$ cat src/rtl/led_arbiter_pkg.sv
// Shared types and limits for the LED display arbiter.
package led_arbiter_pkg;

    localparam int unsigned MAX_REQ = 8;

    typedef enum logic [1:0] {
        ST_IDLE    = 2'd0,
        ST_OWNED   = 2'd1,
        ST_RELEASE = 2'd2
    } arb_state_e;

endpackage

$ cat src/rtl/led_arbiter_pwm.sv
// Free-running dimming counter; pwm_o is high for the first PWM_DUTY cycles of each period.
module led_pwm
    import led_arbiter_pkg::*;
#(
    parameter int unsigned PWM_PERIOD = 5,
    parameter int unsigned PWM_DUTY   = 3
) (
    input  logic clk,
    input  logic reset,
    output logic pwm_o
);

    localparam int unsigned CW = $clog2(PWM_PERIOD);

    logic [CW-1:0] cnt_q, cnt_d;

    always_comb begin
        cnt_d = cnt_q + 1'b1;
        if (cnt_q == CW'(PWM_PERIOD - 1)) begin
            cnt_d = '0;
        end
    end

    always_ff @(posedge clk or posedge reset) begin
        if (reset) begin
            cnt_q <= '0;
        end else begin
            cnt_q <= cnt_d;
        end
    end

    assign pwm_o = (32'(cnt_q) < PWM_DUTY);

endmodule

$ cat src/rtl/led_arbiter.sv
// Round-robin arbiter granting the LED bank to one requester for a minimum hold time.
// Optional dimming is compiled in with the LED_ARBITER_PWM_EN macro.
module led_arbiter
    import led_arbiter_pkg::*;
#(
    parameter int unsigned NUM_REQ     = 4,
    parameter int unsigned HOLD_CYCLES = 1000,
    parameter int unsigned PWM_PERIOD  = 5,
    parameter int unsigned PWM_DUTY    = 3
) (
    input  logic                   clk,
    input  logic                   reset,
    input  logic [NUM_REQ-1:0]     req_i,
    input  logic [8*NUM_REQ-1:0]   data_i,
    output logic [NUM_REQ-1:0]     grant_o,
    output logic [2:0]             owner_o,
    output logic                   busy_o,
    output logic [7:0]             led_o
);

    localparam int unsigned HW   = $clog2(HOLD_CYCLES + 1);
    localparam int unsigned IDXW = $clog2(NUM_REQ);

    if (NUM_REQ < 2 || NUM_REQ > MAX_REQ) begin : g_bad_num_req
        $error("led_arbiter: NUM_REQ out of range");
    end
    if (HOLD_CYCLES < 1) begin : g_bad_hold
        $error("led_arbiter: HOLD_CYCLES must be at least 1");
    end
    if (PWM_PERIOD < 2 || PWM_DUTY < 1 || PWM_DUTY > PWM_PERIOD) begin : g_bad_pwm
        $error("led_arbiter: PWM_PERIOD/PWM_DUTY out of range");
    end

    arb_state_e          state_q, state_d;
    logic [2:0]          ptr_q, ptr_d;
    logic [2:0]          owner_q, owner_d;
    logic [HW-1:0]       hold_q, hold_d;
    logic [NUM_REQ-1:0]  grant_q, grant_d;
    logic [7:0]          led_q, led_d;

    logic [IDXW-1:0]     owner_idx;
    logic [IDXW-1:0]     idx;
    logic [2:0]          pick;
    logic                pick_vld;
    logic                others;
    logic [7:0]          owner_data;
    logic [7:0]          pwm_mask;

`ifdef LED_ARBITER_PWM_EN
    logic pwm;

    led_pwm #(
        .PWM_PERIOD (PWM_PERIOD),
        .PWM_DUTY   (PWM_DUTY)
    ) u_pwm (
        .clk   (clk),
        .reset (reset),
        .pwm_o (pwm)
    );

    assign pwm_mask = {8{pwm}};
`else
    assign pwm_mask = '1;
`endif

    assign owner_idx  = owner_q[IDXW-1:0];
    assign owner_data = data_i[{owner_idx, 3'b000} +: 8];
    assign others     = |(req_i & ~(NUM_REQ'(1) << owner_q));

    // Search starts just after the last owner, so the last owner is reached only last.
    always_comb begin
        pick     = '0;
        pick_vld = 1'b0;
        idx      = '0;
        for (int unsigned i = 1; i <= NUM_REQ; i++) begin
            idx = IDXW'((32'(ptr_q) + i) % NUM_REQ);
            if (!pick_vld && req_i[idx]) begin
                pick     = 3'(idx);
                pick_vld = 1'b1;
            end
        end
    end

    always_comb begin
        state_d = state_q;
        ptr_d   = ptr_q;
        owner_d = owner_q;
        hold_d  = hold_q;
        grant_d = '0;
        led_d   = '0;
        case (state_q)
            ST_IDLE: begin
                if (pick_vld) begin
                    state_d = ST_OWNED;
                    owner_d = pick;
                    hold_d  = HW'(HOLD_CYCLES - 1);
                    grant_d = NUM_REQ'(1) << pick;
                end
            end
            ST_OWNED: begin
                hold_d = (hold_q == '0) ? '0 : hold_q - 1'b1;
                // A drop and a preemption in the same cycle collapse into one release.
                if (!req_i[owner_idx] || (hold_q == '0 && others)) begin
                    state_d = ST_RELEASE;
                end else begin
                    grant_d = grant_q;
                    led_d   = owner_data & pwm_mask;
                end
            end
            ST_RELEASE: begin
                ptr_d   = owner_q;
                state_d = ST_IDLE;
            end
            default: begin
                state_d = ST_IDLE;
            end
        endcase
    end

    always_ff @(posedge clk or posedge reset) begin
        if (reset) begin
            state_q <= ST_IDLE;
            ptr_q   <= 3'(NUM_REQ - 1);
            owner_q <= '0;
            hold_q  <= '0;
            grant_q <= '0;
            led_q   <= '0;
        end else begin
            state_q <= state_d;
            ptr_q   <= ptr_d;
            owner_q <= owner_d;
            hold_q  <= hold_d;
            grant_q <= grant_d;
            led_q   <= led_d;
        end
    end

    assign grant_o = grant_q;
    assign owner_o = owner_q;
    assign busy_o  = (state_q == ST_OWNED);
    assign led_o   = led_q;

endmodule

$ cat config.mk
export PLATFORM = sky130hd
export DESIGN_NAME = led_arbiter
export DESIGN_NICKNAME = d
export VERILOG_FILES = /design/src/rtl/led_arbiter_pkg.sv /design/src/rtl/led_arbiter_pwm.sv /design/src/rtl/led_arbiter.sv
export SDC_FILE = /design/constraint.sdc
export NUM_CORES = 1
export LEC_CHECK = 0
export ABC_AREA = 1
export BUFFER_PORTS_ARGS = -buffer_cell sky130_fd_sc_hd__buf_4
export CAP_MARGIN = 20
export CORE_UTILIZATION = 36
export CTS_CLUSTER_DIAMETER = 80
export DETAILED_ROUTE_END_ITERATION = 10
export MAX_ROUTING_LAYER = met4
export SETUP_SLACK_MARGIN = 0.05
export SYNTH_ARGS = -nofsm -noshare
export SYNTH_HDL_FRONTEND = slang
export SYNTH_SLANG_ARGS = --single-unit
$ cat constraint.sdc
create_clock -name clk -period 2 [get_ports clk]
set_input_delay 0.2 -clock clk [delete_from_list [all_inputs] [get_ports clk]]
set_output_delay 0.2 -clock clk [all_outputs]
set_load 0.02 [all_outputs]
==> run summary <==
Sequential share of the synthesized area -> 0.382
Core Box Area -> 4820 um^2
Peak supply drop -> 570 uV
Slowest stage cell, crit path -> dfrtp_1
Routed Antenna Nets -> 0
Number of global-route vias before repair -> 1769
Syn_nets -> 283
Relative slew slack -> 0.623
FILL cells -> 497
Slew Limit Fails -> 0
Final net count -> 344
Register area -> 703 um^2
Status -> finished clean
Crit path arrival time -> 1970 ps
#FFs+latches synth -> 28
Share of async-settable or async-resettable flops after synthesis -> 1.00
Finish-stage setup viols -> 0
Fin. Hold Viols -> 0
H-tree levels -> 1
CTS sink count -> 28
Tightest Pin Transition -> 566 ps
Clk slew on worst S/H paths -> 100 ps
GRT Overall Usage -> 0.190
DRT Wirelength -> 4.39 mm
Mapped cell area -> 1840 um^2
Hold crit path type -> in2reg
Routed WL per cell -> 11.8 um
Die height -> 73.6 um
Maxcap violations -> 0
Distinct cells, synth -> 33
CTS tree -> yes
Drt pass-1 iters -> 4
Initial drt markers -> 50
Most used DFF post-synth -> dfrtp_1
Required @ worst endpoint -> 2220 ps
Setup_tns -> 0 ps
Worst setup EP type -> flip-flop
DP HPWL -> 3.42 mm
Via/cell ratio -> 4.79
Cell mode on critical path -> nand2_1
Clock Latency Late Sink -> 280 ps
I/O Buffers -> 52
Fin util -> 0.497
Pwr per Cell Area -> 1470 nW/um^2
Synthesis warning total -> 0
Grt ovf -> 0
I/O pin count -> 54
Critical path cell sequence -> inv_1 -> ha_1 -> nand3_2 -> nor2_2 -> nand2_1 -> nor2_2 -> nand2_1 -> nand2_4 -> inv_6 -> nor2_2 -> nand2_1 -> nand2_1
Starting Density -> 0.383
Area grow syn2layout -> 29.9%
Placer congestion estimate -> 0.766
Clock skew -> 10.4 ps
Yosys top cell by area -> dfrtp_1
Root buf cell -> clkbuf_8
Minimum clock period -> 1750 ps
Final worst slack -> 246 ps
Leakage power -> 0.00126 uW
Vias -> 1776
Die W -> 73.6 um
Period utilization -> 0.877
DRC viols -> 0
CP max FO -> 6
Worst Setup Start Kind -> flip-flop
Antenna diode count -> 0
Dpl cells -> 363
Largest net degree at the start of global routing -> 16
Multi-input gate area -> 968 um^2
Critical path class -> reg2reg
Syn Inst Count -> 244
Inserted Clock Buffers -> 3
Layout cells sized above 1 -> 0.316
Area contributors post-synth -> dfrtp_1, nand2_1, nand3_1
CP peak stage delay -> 370 ps
Global-route wire length before repair -> 7.72 mm
Non-Filler Instances -> 371
Post-synth top area share -> 0.353
Initial antenna violation count -> 0
Rows -> 25
FMAX -> 0.570 GHz
Pwr Total -> 3510 uW
RSZ-0062 raised after global routing -> no
Number of synthesized flops with an enable pin -> 0
Worst slack, placed -> 142 ps
CTS max path bufs -> 2
Mean area per synthesized cell -> 7.55 um^2
Die area -> 5410 um^2
power by group:
part / switching, uW / leakage (uW) / internal (uW) / total [uW]
registers: 165 / 0.000344 / 776 / 940
logic: 1390 / 0.000889 / 858 / 2250
clock network: 176 / 0.0000228 / 143 / 320
total: 1730 / 0.00126 / 1780 / 3510
cells in the mapped netlist, types with 5 or more instances:
| cell | count |
|---|---|
| dfrtp_1 | 26 |
| inv_1 | 21 |
| nand2_1 | 74 |
| a21oi_1 | 13 |
| o21ai_1 | 5 |
| nor2_1 | 17 |
| a31oi_1 | 5 |
| a221oi_1 | 5 |
| o21ai_0 | 7 |
| nand2_4 | 6 |
| nand3_1 | 18 |
registers in the layout, indices dropped and copies added (netlist names):
signal   count
led_o        8
ptr_q        2
owner_o      2
grant_o      4
hold_q      10
state_q      2
worst max-delay path: cells and delay by family (launching register included):
kind                     cells  cell delay (ps)
adder cells (fa/ha/maj)      1              230
buffers and inverters        2              150
flip-flops                   1              370
AND/OR/NAND/NOR              9              930
cells in the final DEF (no fill, tap or decap), drive strengths merged:
cell type and n:
o22ai 1, nand3b 3, ha 1, conb 1, nand4 4, buf 60, dfstp 2, a221oi 5
xor2 3, inv 28, a21oi 13, a31oi 5, clkbuf 4, a22oi 4, bufinv 1, o21ai 15
nand3 20, nor2 23, nand2 84, dlygate4sd3 1, dfrtp 26
logic make-up (layout without fill, tap and decap cells):
logic type / count (synthesis) / after routing / synth area share
simple gates: 134 / 134 / 0.358
buf+inv: 34 / 94 / 0.0944
xor+xnor: 3 / 3 / 0.0143
fa+ha+maj: 1 / 1 / 0.00679
other cells: 1 / 1 / 0.00203
flops: 28 / 28 / 0.382
compound gates: 43 / 43 / 0.143
repair_timing:
item / 4_1_cts / 5_1_grt
setup buffers: 0 / 3
setup endpoints to repair: 0 / 4
hold buffers: 1 / 0
hold endpoints to repair: 13 / 0
gates resized for setup: 0 / 1
final cells by class:
| type | count | area share |
|---|---|---|
| inverter | 29 | 0.0554 |
| clock buffer | 4 | 0.0188 |
| timing repair buffer | 61 | 0.192 |
| tap | 67 | 0.0350 |
| multi-input combinational | 182 | 0.405 |
| sequential | 28 | 0.294 |
final timing paths:
check	depth (start not counted)	endpoint	slack (ps)	from
setup / recovery	12	grant_o[2]$_DFFE_PP0P_	250	hold_q[0]$_DFFE_PP0P_
hold / removal	3	led_o[1]$_DFF_PP0_	180	data_i[25]
setup reg to reg	12	grant_o[2]$_DFFE_PP0P_	250	hold_q[0]$_DFFE_PP0P_
hold reg to reg	2	grant_o[1]$_DFFE_PP0P_	490	grant_o[1]$_DFFE_PP0P_
max in group asynchronous	4	ptr_q[1]$_DFFE_PP1N_	880	reset
min in group asynchronous	3	led_o[3]$_DFF_PP0_	520	reset
routing by layer:
layer	vias up	track usage	share of wire
met5	-	-	0
met4	0	0.0406	0.013
met3	6	0.0412	0.049
met2	50	0.306	0.46
met1	800	0.244	0.48
li1	920	-	-
stage by stage:
stage                     hold slack [ps]  cell area, um^2
after floorplan                       264             1840
after global placement                296             2310
after detailed placement              301             2310
after CTS                             178             2370
after global routing                  188             2390
final                                 179             2390
(Power assumes the default switching activity.)
